`config.mk`:
```
export PLATFORM = sky130hd
export DESIGN_NAME = regfile_wb_arbiter_flat
export DESIGN_NICKNAME = d
export VERILOG_FILES = /design/src/rtl/riscv_wb_pkg.sv /design/src/rtl/regfile_wb_arbiter_if.sv /design/src/rtl/wb_fifo.sv /design/src/rtl/regfile_wb_arbiter.sv /design/src/flat_wrapper.sv
export SDC_FILE = /design/constraint.sdc
export NUM_CORES = 1
export LEC_CHECK = 0
export CAP_MARGIN = 20
export CORE_AREA = 2 2 140 142
export DETAILED_ROUTE_END_ITERATION = 12
export DIE_AREA = 0 0 142 144
export PLACE_DENSITY = 0.73
export SYNTH_ARGS = -nofsm -noshare
export SYNTH_HDL_FRONTEND = slang
export SYNTH_SLANG_ARGS = --single-unit
```
`constraint.sdc`:
```
create_clock -name clk -period 9.4 [get_ports clk]
set_input_delay 1.88 -clock clk [delete_from_list [all_inputs] [get_ports clk]]
set_output_delay 1.88 -clock clk [all_outputs]
set_load 0.01 [all_outputs]
```
`src/rtl/riscv_wb_pkg.sv`:
```
// riscv_wb_pkg: shared entry type, source select and default sizes for the
// write-back arbiter and its long-latency FIFO.
package riscv_wb_pkg;

    localparam int unsigned WB_WIDTH        = 32;
    localparam int unsigned WB_ADDR         = 5;
    localparam int unsigned WB_DEPTH        = 4;
    localparam int unsigned WB_STARVE_LIMIT = 8;

    // One buffered long-latency result.
    typedef struct packed {
        logic [WB_ADDR-1:0]  rd;
        logic [WB_WIDTH-1:0] data;
    } wb_entry_t;

    // Which source feeds the output stage this cycle.
    typedef enum logic [1:0] {
        SrcNone = 2'd0,
        SrcAlu  = 2'd1,
        SrcFifo = 2'd2
    } wb_src_t;

endpackage

```
`src/rtl/regfile_wb_arbiter_if.sv`:
```
// regfile_wb_arbiter_if: ALU and long-latency result inputs, regfile write port
// and scoreboard outputs of the write-back arbiter.
// Optional macro WB_BYPASS_EN adds the operand bypass lookup signals.
interface regfile_wb_arbiter_if
    import riscv_wb_pkg::*;
#(
    parameter int unsigned WIDTH = WB_WIDTH,
    parameter int unsigned ADDR  = WB_ADDR,
    parameter int unsigned DEPTH = WB_DEPTH
);
    localparam int unsigned CW = $clog2(DEPTH + 1);

    logic               alu_valid;
    logic [ADDR-1:0]    alu_rd;
    logic [WIDTH-1:0]   alu_data;
    logic               alu_stall;
    logic               mem_valid;
    logic               mem_ready;
    logic [ADDR-1:0]    mem_rd;
    logic [WIDTH-1:0]   mem_data;
    logic               wr_en;
    logic [ADDR-1:0]    wr_rd;
    logic [WIDTH-1:0]   wr_data;
    logic [2**ADDR-1:0] busy_mask;
    logic [CW-1:0]      fifo_count;
`ifdef WB_BYPASS_EN
    logic [ADDR-1:0]    byp_rs1;
    logic [ADDR-1:0]    byp_rs2;
    logic               byp_hit1;
    logic               byp_hit2;
    logic [WIDTH-1:0]   byp_data1;
    logic [WIDTH-1:0]   byp_data2;

    modport master (
        output alu_valid, alu_rd, alu_data, mem_valid, mem_rd, mem_data, byp_rs1, byp_rs2,
        input  alu_stall, mem_ready, wr_en, wr_rd, wr_data, busy_mask, fifo_count,
        input  byp_hit1, byp_hit2, byp_data1, byp_data2
    );
    modport slave (
        input  alu_valid, alu_rd, alu_data, mem_valid, mem_rd, mem_data, byp_rs1, byp_rs2,
        output alu_stall, mem_ready, wr_en, wr_rd, wr_data, busy_mask, fifo_count,
        output byp_hit1, byp_hit2, byp_data1, byp_data2
    );
`else
    modport master (
        output alu_valid, alu_rd, alu_data, mem_valid, mem_rd, mem_data,
        input  alu_stall, mem_ready, wr_en, wr_rd, wr_data, busy_mask, fifo_count
    );
    modport slave (
        input  alu_valid, alu_rd, alu_data, mem_valid, mem_rd, mem_data,
        output alu_stall, mem_ready, wr_en, wr_rd, wr_data, busy_mask, fifo_count
    );
`endif

endinterface

```
`src/rtl/wb_fifo.sv`:
```
// wb_fifo: in-order DEPTH-entry FIFO of wb_entry_t for long-latency results.
// Exposes occupancy plus an age-ordered view (index 0 = head) of every slot so the
// arbiter can build the pending-write mask and, with WB_BYPASS_EN, search for data.
module wb_fifo
    import riscv_wb_pkg::*;
#(
    parameter int unsigned DEPTH = WB_DEPTH
) (
    input  logic                       clk,
    input  logic                       reset,
    input  logic                       i_push,
    input  wb_entry_t                  i_entry,
    input  logic                       i_pop,
`ifdef WB_BYPASS_EN
    output logic [WB_WIDTH-1:0]        o_data [DEPTH],
`endif
    output wb_entry_t                  o_head,
    output logic [$clog2(DEPTH+1)-1:0] o_count,
    output logic                       o_empty,
    output logic [DEPTH-1:0]           o_valid,
    output logic [WB_ADDR-1:0]         o_rd [DEPTH]
);
    localparam int unsigned IW = $clog2(DEPTH);
    localparam int unsigned PW = IW + 1;
    localparam int unsigned CW = $clog2(DEPTH + 1);

    wb_entry_t     r_mem [DEPTH];
    logic [PW-1:0] r_wr_ptr;
    logic [PW-1:0] r_rd_ptr;
    logic [PW-1:0] w_count;
    logic          w_full;
    logic          w_push;
    logic          w_pop;

    // Extra pointer MSB tells full from empty when the slot indices match.
    assign w_full  = (r_wr_ptr[PW-1] != r_rd_ptr[PW-1]) &&
                     (r_wr_ptr[IW-1:0] == r_rd_ptr[IW-1:0]);
    assign o_empty = (r_wr_ptr == r_rd_ptr);
    assign w_count = r_wr_ptr - r_rd_ptr;
    assign o_count = CW'(w_count);
    assign w_push  = i_push && !w_full;
    assign w_pop   = i_pop && !o_empty;
    assign o_head  = r_mem[r_rd_ptr[IW-1:0]];

    // Pointer update; reset drops every buffered entry.
    always_ff @(posedge clk) begin
        if (reset) begin
            r_wr_ptr <= '0;
            r_rd_ptr <= '0;
        end else begin
            if (w_push) r_wr_ptr <= r_wr_ptr + 1'b1;
            if (w_pop)  r_rd_ptr <= r_rd_ptr + 1'b1;
        end
    end

    // Entry storage; stale slots are unreachable once the pointers move.
    always_ff @(posedge clk) begin
        if (w_push) r_mem[r_wr_ptr[IW-1:0]] <= i_entry;
    end

    // Age-ordered view of all slots, valid only below the current occupancy.
    always_comb begin
        for (int unsigned k = 0; k < DEPTH; k++) begin
            logic [PW-1:0] idx;
            idx        = r_rd_ptr + PW'(k);
            o_valid[k] = (PW'(k) < w_count);
            o_rd[k]    = r_mem[idx[IW-1:0]].rd;
`ifdef WB_BYPASS_EN
            o_data[k]  = r_mem[idx[IW-1:0]].data;
`endif
        end
    end

endmodule

```
`src/rtl/regfile_wb_arbiter.sv`:
```
// regfile_wb_arbiter: owns the regfile write port. Single-cycle ALU results win by
// default; long-latency results are buffered in wb_fifo and drained whenever the ALU
// is idle, or forcibly after STARVE_LIMIT consecutive ALU wins via a one-cycle stall.
// Optional macro WB_BYPASS_EN adds a combinational operand bypass lookup.
// WIDTH/ADDR must match the riscv_wb_pkg widths that size wb_entry_t.
module regfile_wb_arbiter
    import riscv_wb_pkg::*;
#(
    parameter int unsigned WIDTH        = WB_WIDTH,
    parameter int unsigned ADDR         = WB_ADDR,
    parameter int unsigned DEPTH        = WB_DEPTH,
    parameter int unsigned STARVE_LIMIT = WB_STARVE_LIMIT
) (
    input  logic                 clk,
    input  logic                 reset,
    regfile_wb_arbiter_if.slave  bus
);
    localparam int unsigned NREG = 2 ** ADDR;
    localparam int unsigned CW   = $clog2(DEPTH + 1);
    localparam int unsigned SW   = $clog2(STARVE_LIMIT + 1);

    wb_entry_t          w_head;
    wb_entry_t          w_push_entry;
    logic [CW-1:0]      w_count;
    logic               w_empty;
    logic [DEPTH-1:0]   w_valid;
    logic [ADDR-1:0]    w_rd [DEPTH];
    logic               w_push;
    logic               w_pop;
    logic               w_stall_set;
    wb_src_t            w_src;
    logic [NREG-1:0]    w_fifo_busy;
    logic [NREG-1:0]    w_busy;

    logic               r_wr_en;
    logic [ADDR-1:0]    r_wr_rd;
    logic [WIDTH-1:0]   r_wr_data;
    logic               r_alu_stall;
    logic [SW-1:0]      r_starve;

`ifdef WB_BYPASS_EN
    logic [WIDTH-1:0]   w_data [DEPTH];
`endif

    // Occupancy is registered, so a pop in the same cycle never frees a slot early.
    assign bus.mem_ready = !reset && (w_count < CW'(DEPTH));
    // Writes to x0 complete the handshake but are never buffered.
    assign w_push        = bus.mem_valid && bus.mem_ready && (bus.mem_rd != '0);
    assign w_push_entry  = '{rd: bus.mem_rd, data: bus.mem_data};

    wb_fifo #(
        .DEPTH (DEPTH)
    ) u_fifo (
        .clk     (clk),
        .reset   (reset),
        .i_push  (w_push),
        .i_entry (w_push_entry),
        .i_pop   (w_pop),
`ifdef WB_BYPASS_EN
        .o_data  (w_data),
`endif
        .o_head  (w_head),
        .o_count (w_count),
        .o_empty (w_empty),
        .o_valid (w_valid),
        .o_rd    (w_rd)
    );

    // Source select: forced drain on stall, else ALU, else FIFO head.
    always_comb begin
        w_src = SrcNone;
        if (r_alu_stall && !w_empty) begin
            w_src = SrcFifo;
        end else if (bus.alu_valid && (bus.alu_rd != '0) && !r_alu_stall) begin
            w_src = SrcAlu;
        end else if (!w_empty) begin
            w_src = SrcFifo;
        end
        w_pop       = (w_src == SrcFifo);
        w_stall_set = (w_src == SrcAlu) && !w_empty && (r_starve == SW'(STARVE_LIMIT - 1));
    end

    // Output stage; wr_rd/wr_data hold their last value on idle cycles.
    always_ff @(posedge clk) begin
        if (reset) begin
            r_wr_en   <= 1'b0;
            r_wr_rd   <= '0;
            r_wr_data <= '0;
        end else begin
            case (w_src)
                SrcAlu: begin
                    r_wr_en   <= 1'b1;
                    r_wr_rd   <= bus.alu_rd;
                    r_wr_data <= bus.alu_data;
                end
                SrcFifo: begin
                    r_wr_en   <= 1'b1;
                    r_wr_rd   <= w_head.rd;
                    r_wr_data <= w_head.data;
                end
                default: r_wr_en <= 1'b0;
            endcase
        end
    end

    // Starvation tracking: count ALU wins over a waiting FIFO, stall once at the limit.
    always_ff @(posedge clk) begin
        if (reset) begin
            r_starve    <= '0;
            r_alu_stall <= 1'b0;
        end else begin
            r_alu_stall <= w_stall_set;
            if (w_empty || w_pop) begin
                r_starve <= '0;
            end else if (w_src == SrcAlu) begin
                r_starve <= r_starve + 1'b1;
            end
        end
    end

    // Pending-write mask over buffered entries and the output stage; x0 never pending.
    always_comb begin
        w_fifo_busy = '0;
        for (int unsigned k = 0; k < DEPTH; k++) begin
            if (w_valid[k]) w_fifo_busy[w_rd[k]] = 1'b1;
        end
        w_busy = w_fifo_busy;
        if (r_wr_en) w_busy[r_wr_rd] = 1'b1;
        w_busy[0] = 1'b0;
    end

    assign bus.busy_mask  = w_busy;
    assign bus.fifo_count = w_count;
    assign bus.wr_en      = r_wr_en;
    assign bus.wr_rd      = r_wr_rd;
    assign bus.wr_data    = r_wr_data;
    assign bus.alu_stall  = r_alu_stall;

`ifdef WB_BYPASS_EN
    // Youngest matching source wins: FIFO entries are younger than the output stage.
    function automatic logic [WIDTH:0] byp_lookup(input logic [ADDR-1:0] rs);
        logic [WIDTH:0] res;
        res = '0;
        if (rs != '0) begin
            if (r_wr_en && (r_wr_rd == rs)) res = {1'b1, r_wr_data};
            for (int unsigned k = 0; k < DEPTH; k++) begin
                if (w_valid[k] && (w_rd[k] == rs)) res = {1'b1, w_data[k]};
            end
        end
        return res;
    endfunction

    assign {bus.byp_hit1, bus.byp_data1} = byp_lookup(bus.byp_rs1);
    assign {bus.byp_hit2, bus.byp_data2} = byp_lookup(bus.byp_rs2);
`endif

    // ALU result offered during the forced drain is dropped; upstream must hold off.
    a_no_alu_during_stall : assert property (@(posedge clk) disable iff (reset)
        !(bus.alu_valid && r_alu_stall));

    // An ALU write must not overtake a buffered write to the same register. The output
    // stage is excluded: it commits before any newly presented write can.
    a_no_waw_overtake : assert property (@(posedge clk) disable iff (reset)
        !(bus.alu_valid && (bus.alu_rd != '0) && w_fifo_busy[bus.alu_rd]));

endmodule

```
`src/flat_wrapper.sv`:
```
// flat-port wrapper written by rule: the top's interface ports become plain ports
module regfile_wb_arbiter_flat import riscv_wb_pkg::*;
#(
    parameter int unsigned WIDTH        = WB_WIDTH,
    parameter int unsigned ADDR         = WB_ADDR,
    parameter int unsigned DEPTH        = WB_DEPTH,
    parameter int unsigned STARVE_LIMIT = WB_STARVE_LIMIT
)
  (clk, reset, bus_alu_valid, bus_alu_rd, bus_alu_data, bus_mem_valid, bus_mem_rd, bus_mem_data, bus_alu_stall, bus_mem_ready, bus_wr_en, bus_wr_rd, bus_wr_data, bus_busy_mask, bus_fifo_count);
  regfile_wb_arbiter_if #(.WIDTH(WIDTH), .ADDR(ADDR), .DEPTH(DEPTH)) bus_i ();
  input  logic clk;
  input  logic reset;
  input wire logic [$bits(bus_i.alu_valid)-1:0] bus_alu_valid;
  input wire logic [$bits(bus_i.alu_rd)-1:0] bus_alu_rd;
  input wire logic [$bits(bus_i.alu_data)-1:0] bus_alu_data;
  input wire logic [$bits(bus_i.mem_valid)-1:0] bus_mem_valid;
  input wire logic [$bits(bus_i.mem_rd)-1:0] bus_mem_rd;
  input wire logic [$bits(bus_i.mem_data)-1:0] bus_mem_data;
  output wire logic [$bits(bus_i.alu_stall)-1:0] bus_alu_stall;
  output wire logic [$bits(bus_i.mem_ready)-1:0] bus_mem_ready;
  output wire logic [$bits(bus_i.wr_en)-1:0] bus_wr_en;
  output wire logic [$bits(bus_i.wr_rd)-1:0] bus_wr_rd;
  output wire logic [$bits(bus_i.wr_data)-1:0] bus_wr_data;
  output wire logic [$bits(bus_i.busy_mask)-1:0] bus_busy_mask;
  output wire logic [$bits(bus_i.fifo_count)-1:0] bus_fifo_count;
  assign bus_i.alu_valid = bus_alu_valid;
  assign bus_i.alu_rd = bus_alu_rd;
  assign bus_i.alu_data = bus_alu_data;
  assign bus_i.mem_valid = bus_mem_valid;
  assign bus_i.mem_rd = bus_mem_rd;
  assign bus_i.mem_data = bus_mem_data;
  assign bus_alu_stall = bus_i.alu_stall;
  assign bus_mem_ready = bus_i.mem_ready;
  assign bus_wr_en = bus_i.wr_en;
  assign bus_wr_rd = bus_i.wr_rd;
  assign bus_wr_data = bus_i.wr_data;
  assign bus_busy_mask = bus_i.busy_mask;
  assign bus_fifo_count = bus_i.fifo_count;
  regfile_wb_arbiter #(.WIDTH(WIDTH), .ADDR(ADDR), .DEPTH(DEPTH), .STARVE_LIMIT(STARVE_LIMIT)) u_core (.clk(clk), .reset(reset), .bus(bus_i));
endmodule
```
==> results.cfg, run 1 <==
[worst_setup_path]
worstPathMaxFanout = 18
reg2reg_to = u_core.u_fifo.r_mem[3][4]$_DFFE_PP_
arrival_ns = 4.01
reg2regPathDepth = 6
cp-start-kind = register
r2r-start = u_core.u_fifo.r_rd_ptr[0]$_SDFFE_PP0P_
worst-r2r-setup-slack_ns = 5.71
cp.required_ns = 7.52
endpoint_kind = primary output
crit_type = reg -> out

[clock_tree]
cts_tree = done
cts_resized = 0
cts_sinks = 199
ctsHoldBuffers = 0
cts_made_buffers = 17
post_cts_buffers = 0
cts_buffer_depth = 2
cts-root-buf = clkbuf_16
ctsHtreeMaxLevel = 4
clk_pin_slew_ns = 0.07
clk_latency_ns = 0.43

[synthesis]
async_flop_share = 0
muxShareOfSynthArea = 0.1689
synth_ff_type = edfxtp_1
synthAdderAreaFrac = 0.01287
synth_area_leader_cell = edfxtp_1
synth_cell_type_count = 56
synth_xor_area_frac = 0.007106
synth-simple-area-share = 0.1091
synth_area_per_cell_sq_um = 13.87
synth_top_area_share = 0.4763
syn_area_sq_um = 9331
synth_edf_count = 148
synth_cells = 673
seq_area_frac_synth = 0.5857
ys_ff_latch = 199
synth_top_family_by_area = multiplexers
syn_nets = 760
synth_compound_area_frac = 0.09104
synth.area.top_cells = edfxtp_1 48%, mux4_2 12%, dfxtp_1 11%
synth_warnings = 0

[cells_and_area]
regArea_sq_um = 5468
final_net_count = 892
area_growth_pct = 24.22
fin_util = 0.6075
fin_area_sq_um = 11590
drive_gt1_frac = 0.1333
nFillCells = 1461
antennaDiodeCount = 0
multi_input_area_sq_um = 3652
instances_no_fill = 1056

[power]
seqPwrFrac = 0.366
pwr-share-clk = 0.242
powerDensity_nw_per_um2 = 263.0
power_leakage_nw = 3.975
intPower_mw = 2.018
swShare = 0.3378
comb_power_share = 0.392
peakVddDrop_v = 0.0001806
total_power_mw = 3.048
netSwitchingPower_mw = 1.030

[floorplan]
die_w_microns = 142
std_cell_rows = 51
die-area_sq_um = 20450
core-area_sq_um = 19080
io_pins = 153
die_h_microns = 144
start_util = 0.4891

[grt]
grt_util_all_layers = 0.2350
grt_pass1_wl_mm = 36.34
grt-ovfl-total = 0
grt_pass1_vias = 6572
grt_max_degree = 76
antenna_found_initial = 0

[placed_design]
port_buffers = 151
hpwl_mm = 15.76
gp_congestion = 0.9570
dpl_cell_area_sq_um = 11000
dp_slack_ns = 3.919
placedCellCount = 1024

[timing]
period_share = 0.6267
fin_hold_ws_ns = 0.4426
drv_slew = 0
rsz0062_at_grt = false
setup_viol = 0
fin_ws_ns = 3.509
slew_headroom = 0.2936
clock_skew_ns = 0.01634
hold_viol = 0
worstMarginPinSlew_ns = 1.060
tns_ns = 0
clock.fmax_ghz = 0.1697
period_needed_ns = 5.891

[route]
avgRoutedWirePerCell_microns = 21.98
drc = 0
drt_iter0_drc = 548
drt-pass1-iter-count = 5
wl_mm = 23.21
vias = 6411
vias_per_cell = 6.071
final_antenna_net_count = 0

[min_path]
whs_path_depth = 1
hp-class = reg -> reg
min_delay_worst_endpoint = u_core.bus.alu_stall$_SDFF_PP0_
min_from = u_core.r_starve[3]$_SDFFE_PP0N_

[run]
drv_cap = 0

[outcome]
status = finished clean
## worst max path at each step
stage / endpoint / startpoint
final: bus_busy_mask[28] / u_core.u_fifo.r_rd_ptr[0]$_SDFFE_PP0P_
after global routing: bus_busy_mask[6] / u_core.u_fifo.r_rd_ptr[0]$_SDFFE_PP0P_
after CTS: bus_busy_mask[12] / u_core.u_fifo.r_rd_ptr[0]$_SDFFE_PP0P_
after detailed placement: bus_busy_mask[12] / u_core.u_fifo.r_rd_ptr[0]$_SDFFE_PP0P_
after global placement: bus_busy_mask[12] / u_core.u_fifo.r_rd_ptr[0]$_SDFFE_PP0P_
after floorplan: bus_mem_ready / reset
## cell families after synthesis
kind of cell | Yosys count
flops | 199
simple gates | 186
compound gates | 129
mux | 91
buf+inv | 52
fa+ha+maj | 9
xor+xnor | 6
other cells | 1
## layout by cell type, fill, tap and decap left out, types with 17 or more instances in the layout
cell type,instances
clkdlybuf4s50_1,150
edfxtp_1,148
nor2_1,62
mux4_2,49
dfxtp_1,49
nand2_1,42
mux2i_1,36
a211oi_1,35
a21oi_1,34
o22ai_1,27
a22oi_1,23
clkbuf_16,17
## power by group through the flow
stage	sequential, mW	combinational [mW]	clock, mW
detailed placement	1.14	1.19	0
CTS	1.12	1.19	0.749
finish	1.12	1.19	0.737
global placement	1.13	1.17	0
floorplan	1.11	0.809	0
global route	1.13	1.28	0.780
## sequential cells by signal, summed over array words and instances (netlist names), named ones only
signal,count
u_core.u_fifo.r_rd_ptr,3
u_core.bus.wr_rd,5
u_core.u_fifo.r_mem,148
u_core.bus.wr_data,32
u_core.u_fifo.r_wr_ptr,3
u_core.bus.alu_stall,1
u_core.bus.wr_en,1
u_core.r_starve,4
## final cells by class
class / instances / share of cell area
Inverter: 9 / 0.002915
Multi-Input combinational cell: 422 / 0.3151
Clock buffer: 21 / 0.03886
Sequential cell: 199 / 0.4717
Tap cell: 238 / 0.02569
Clock inverter: 11 / 0.01252
Timing Repair Buffer: 156 / 0.1332
## critical path: stages, from the launching register on
cell             delay (ns)
dfxtp_1                0.89
ha_1                   0.57
mux4_2                 0.65
nor3b_1                0.66
a21oi_1                0.16
nand3_1                0.10
clkdlybuf4s50_1        0.54
## synth_stat cells (14+ instances only)
master	instances
edfxtp_1	148
clkbuf_1	21
nand3_1	16
buf_2	14
a211oi_1	35
mux2i_1	36
dfxtp_1	51
nand2_1	42
mux4_2	49
a22oi_1	23
a21oi_1	34
nor2_1	62
o22ai_1	27
## metal layers
metal  global-route usage  share of wire  vias to the layer above
li1                     -              -                     2922
met1               0.3141           0.43                     3190
met2               0.3844           0.49                      253
met3              0.04901          0.064                       46
met4              0.08474          0.022                        0
met5                    0              0                        -
Power figures use the tool's default switching activity.
==> inputs of run 2 (changes only) <==
- CORE_AREA: 2 2 140 142 -> 2 2 141 143
- DIE_AREA: 0 0 142 144 -> 0 0 143 145
- PLACE_DENSITY: 0.73 -> 0.75
- clock period: 9.4 -> 4.83 ns (I/O delays scaled with it)
==> run 2 against run 1 <==
  * First-iteration DRC count is 4.6% lower
  * Combinational power rose by 100%
  * Non-clock buffer count rose by 7
  * Final area is 0.79% higher
  * Register-to-register slack got worse by 4.4 ns
  * Wire length is 5.1% higher
  * Via count up 0.76%
  * Highest routed layer unchanged
==> results.cfg, run 2 (synthesized netlist as in run 1, its figures left out) <==
[floorplan]
die-area_sq_um = 20740
std_cell_rows = 51
io_pins = 153
die_h_microns = 145
core-area_sq_um = 19210
die_w_microns = 143
start_util = 0.4858

[cells_and_area]
fin_util = 0.6082
regArea_sq_um = 5468
multi_input_area_sq_um = 3652
instances_no_fill = 1090
mostFrequentLayoutCell = clkdlybuf4s50_1
layout_common_cells = 150 x clkdlybuf4s50_1, 148 x edfxtp_1, 62 x nor2_1
drive_gt1_frac = 0.1418
nFillCells = 1469
largest_reg_flops = 148
final_net_count = 899
antennaDiodeCount = 0
area_growth_pct = 25.19

[placed_design]
port_buffers = 151
hpwl_mm = 17.26
gp_congestion = 0.9184
dp_slack_ns = 0.6368
placedCellCount = 1058

[clock_tree]
cts_sinks = 199
clk_pin_slew_ns = 0.07
cts-root-buf = clkbuf_16
clk_latency_ns = 0.43
ctsHtreeMaxLevel = 4
cts_tree = done
cts_buffer_depth = 2
cts_made_buffers = 17
cts_resized = 0
ctsHoldBuffers = 0
post_cts_buffers = 0

[grt]
antenna_found_initial = 0
grt_pass1_wl_mm = 37.84
grt_pass1_vias = 6725
grt-ovfl-total = 0
grt_util_all_layers = 0.2398
grt_max_degree = 38

[worst_setup_path]
crit_type = reg -> out
cp.required_ns = 3.86
reg2regPathDepth = 8
cp-start-kind = register
endpoint_kind = primary output
worstPathMaxFanout = 11
arrival_ns = 3.65

[min_path]
hp-class = reg -> reg
whs_path_depth = 1

[timing]
worstMarginPinSlew_ns = 1.028
setup_viol = 0
tns_ns = 0
clock.fmax_ghz = 0.2165
rsz0062_at_grt = false
period_needed_ns = 4.620
fin_ws_ns = 0.2104
drv_slew = 0
fin_hold_ws_ns = 0.4548
slew_headroom = 0.3144
clock_skew_ns = 0.009384
hold_viol = 0
period_share = 0.9564

[route]
drt-pass1-iter-count = 5
wl_mm = 24.39
vias = 6460
vias_per_cell = 5.927
drc = 0
drt_iter0_drc = 523
final_antenna_net_count = 0
avgRoutedWirePerCell_microns = 22.38

[outcome]
status = finished clean

[power]
power_leakage_nw = 4.016
powerDensity_nw_per_um2 = 514.2
peakVddDrop_v = 0.0003415

[run]
drv_cap = 0
[run 2: cell count changes in the layout (fill, tap and decap cells not counted), sizes merged]
cell	change
clkbuf	-2
clkinv	-1
buf	+7
inv	+3
[run 2: layout make-up]
| cell class | instances | area share |
|---|---|---|
| flip-flops and latches | 199 | 0.4680 |
| clock inverters | 13 | 0.01435 |
| well taps | 265 | 0.02838 |
| multi-input cells | 422 | 0.3126 |
| inverters | 9 | 0.002892 |
| repair buffers | 163 | 0.1367 |
| clock buffers | 19 | 0.03706 |
[run 2: worst max-delay path, stage by stage, from the launching register on]
cell,delay [ns]
dfxtp_1,0.44
ha_1,0.67
mux4_2,0.49
or4b_4,0.60
o22ai_1,0.28
a21oi_1,0.11
nand2_1,0.10
clkdlybuf4s50_1,0.53
[run 2: layer usage]
layer	share of wire	up-vias	track usage	wire length [microns]
met4	0.022	0	0.07129	539
li1	-	2934	-	-
met5	0	-	0	0
met1	0.42	3204	0.3127	10140
met2	0.49	276	0.4005	12030
met3	0.069	46	0.05545	1678
[run 2: where the power goes]
group / internal, mW / switching, mW / total (mW)
Clock: 0.825 / 0.634 / 1.46
Combinational: 1.09 / 1.31 / 2.41
Sequential: 2.02 / 0.120 / 2.14
Total: 3.94 / 2.07 / 6.01
[run 2: metrics by stage]
stage / area, sq um / total power, mW
finish: 11680 / 6.008
global placement: 11080 / 4.538
detailed placement: 11080 / 4.563
CTS: 11680 / 6.024
global route: 11680 / 6.286
floorplan: 9331 / 3.725
[run 2: final timing paths]
check | start | end | slack [ns]
max | u_core.u_fifo.r_rd_ptr[1]$_SDFFE_PP0P_ | bus_busy_mask[10] | 0.21
min | u_core.r_starve[3]$_SDFFE_PP0N_ | u_core.bus.alu_stall$_SDFF_PP0_ | 0.45
max reg2reg | u_core.u_fifo.r_wr_ptr[0]$_SDFFE_PP0P_ | u_core.u_fifo.r_mem[1][5]$_DFFE_PP_ | 1.30
min reg2reg | u_core.r_starve[3]$_SDFFE_PP0N_ | u_core.bus.alu_stall$_SDFF_PP0_ | 0.45
==> inputs of run 3 (changes only) <==
- HOLD_SLACK_MARGIN: not set -> 0.1
- TNS_END_PERCENT: not set -> 10
==> results of run 3 <==
Final layout, timing and power as in run 2 (identical DEF).
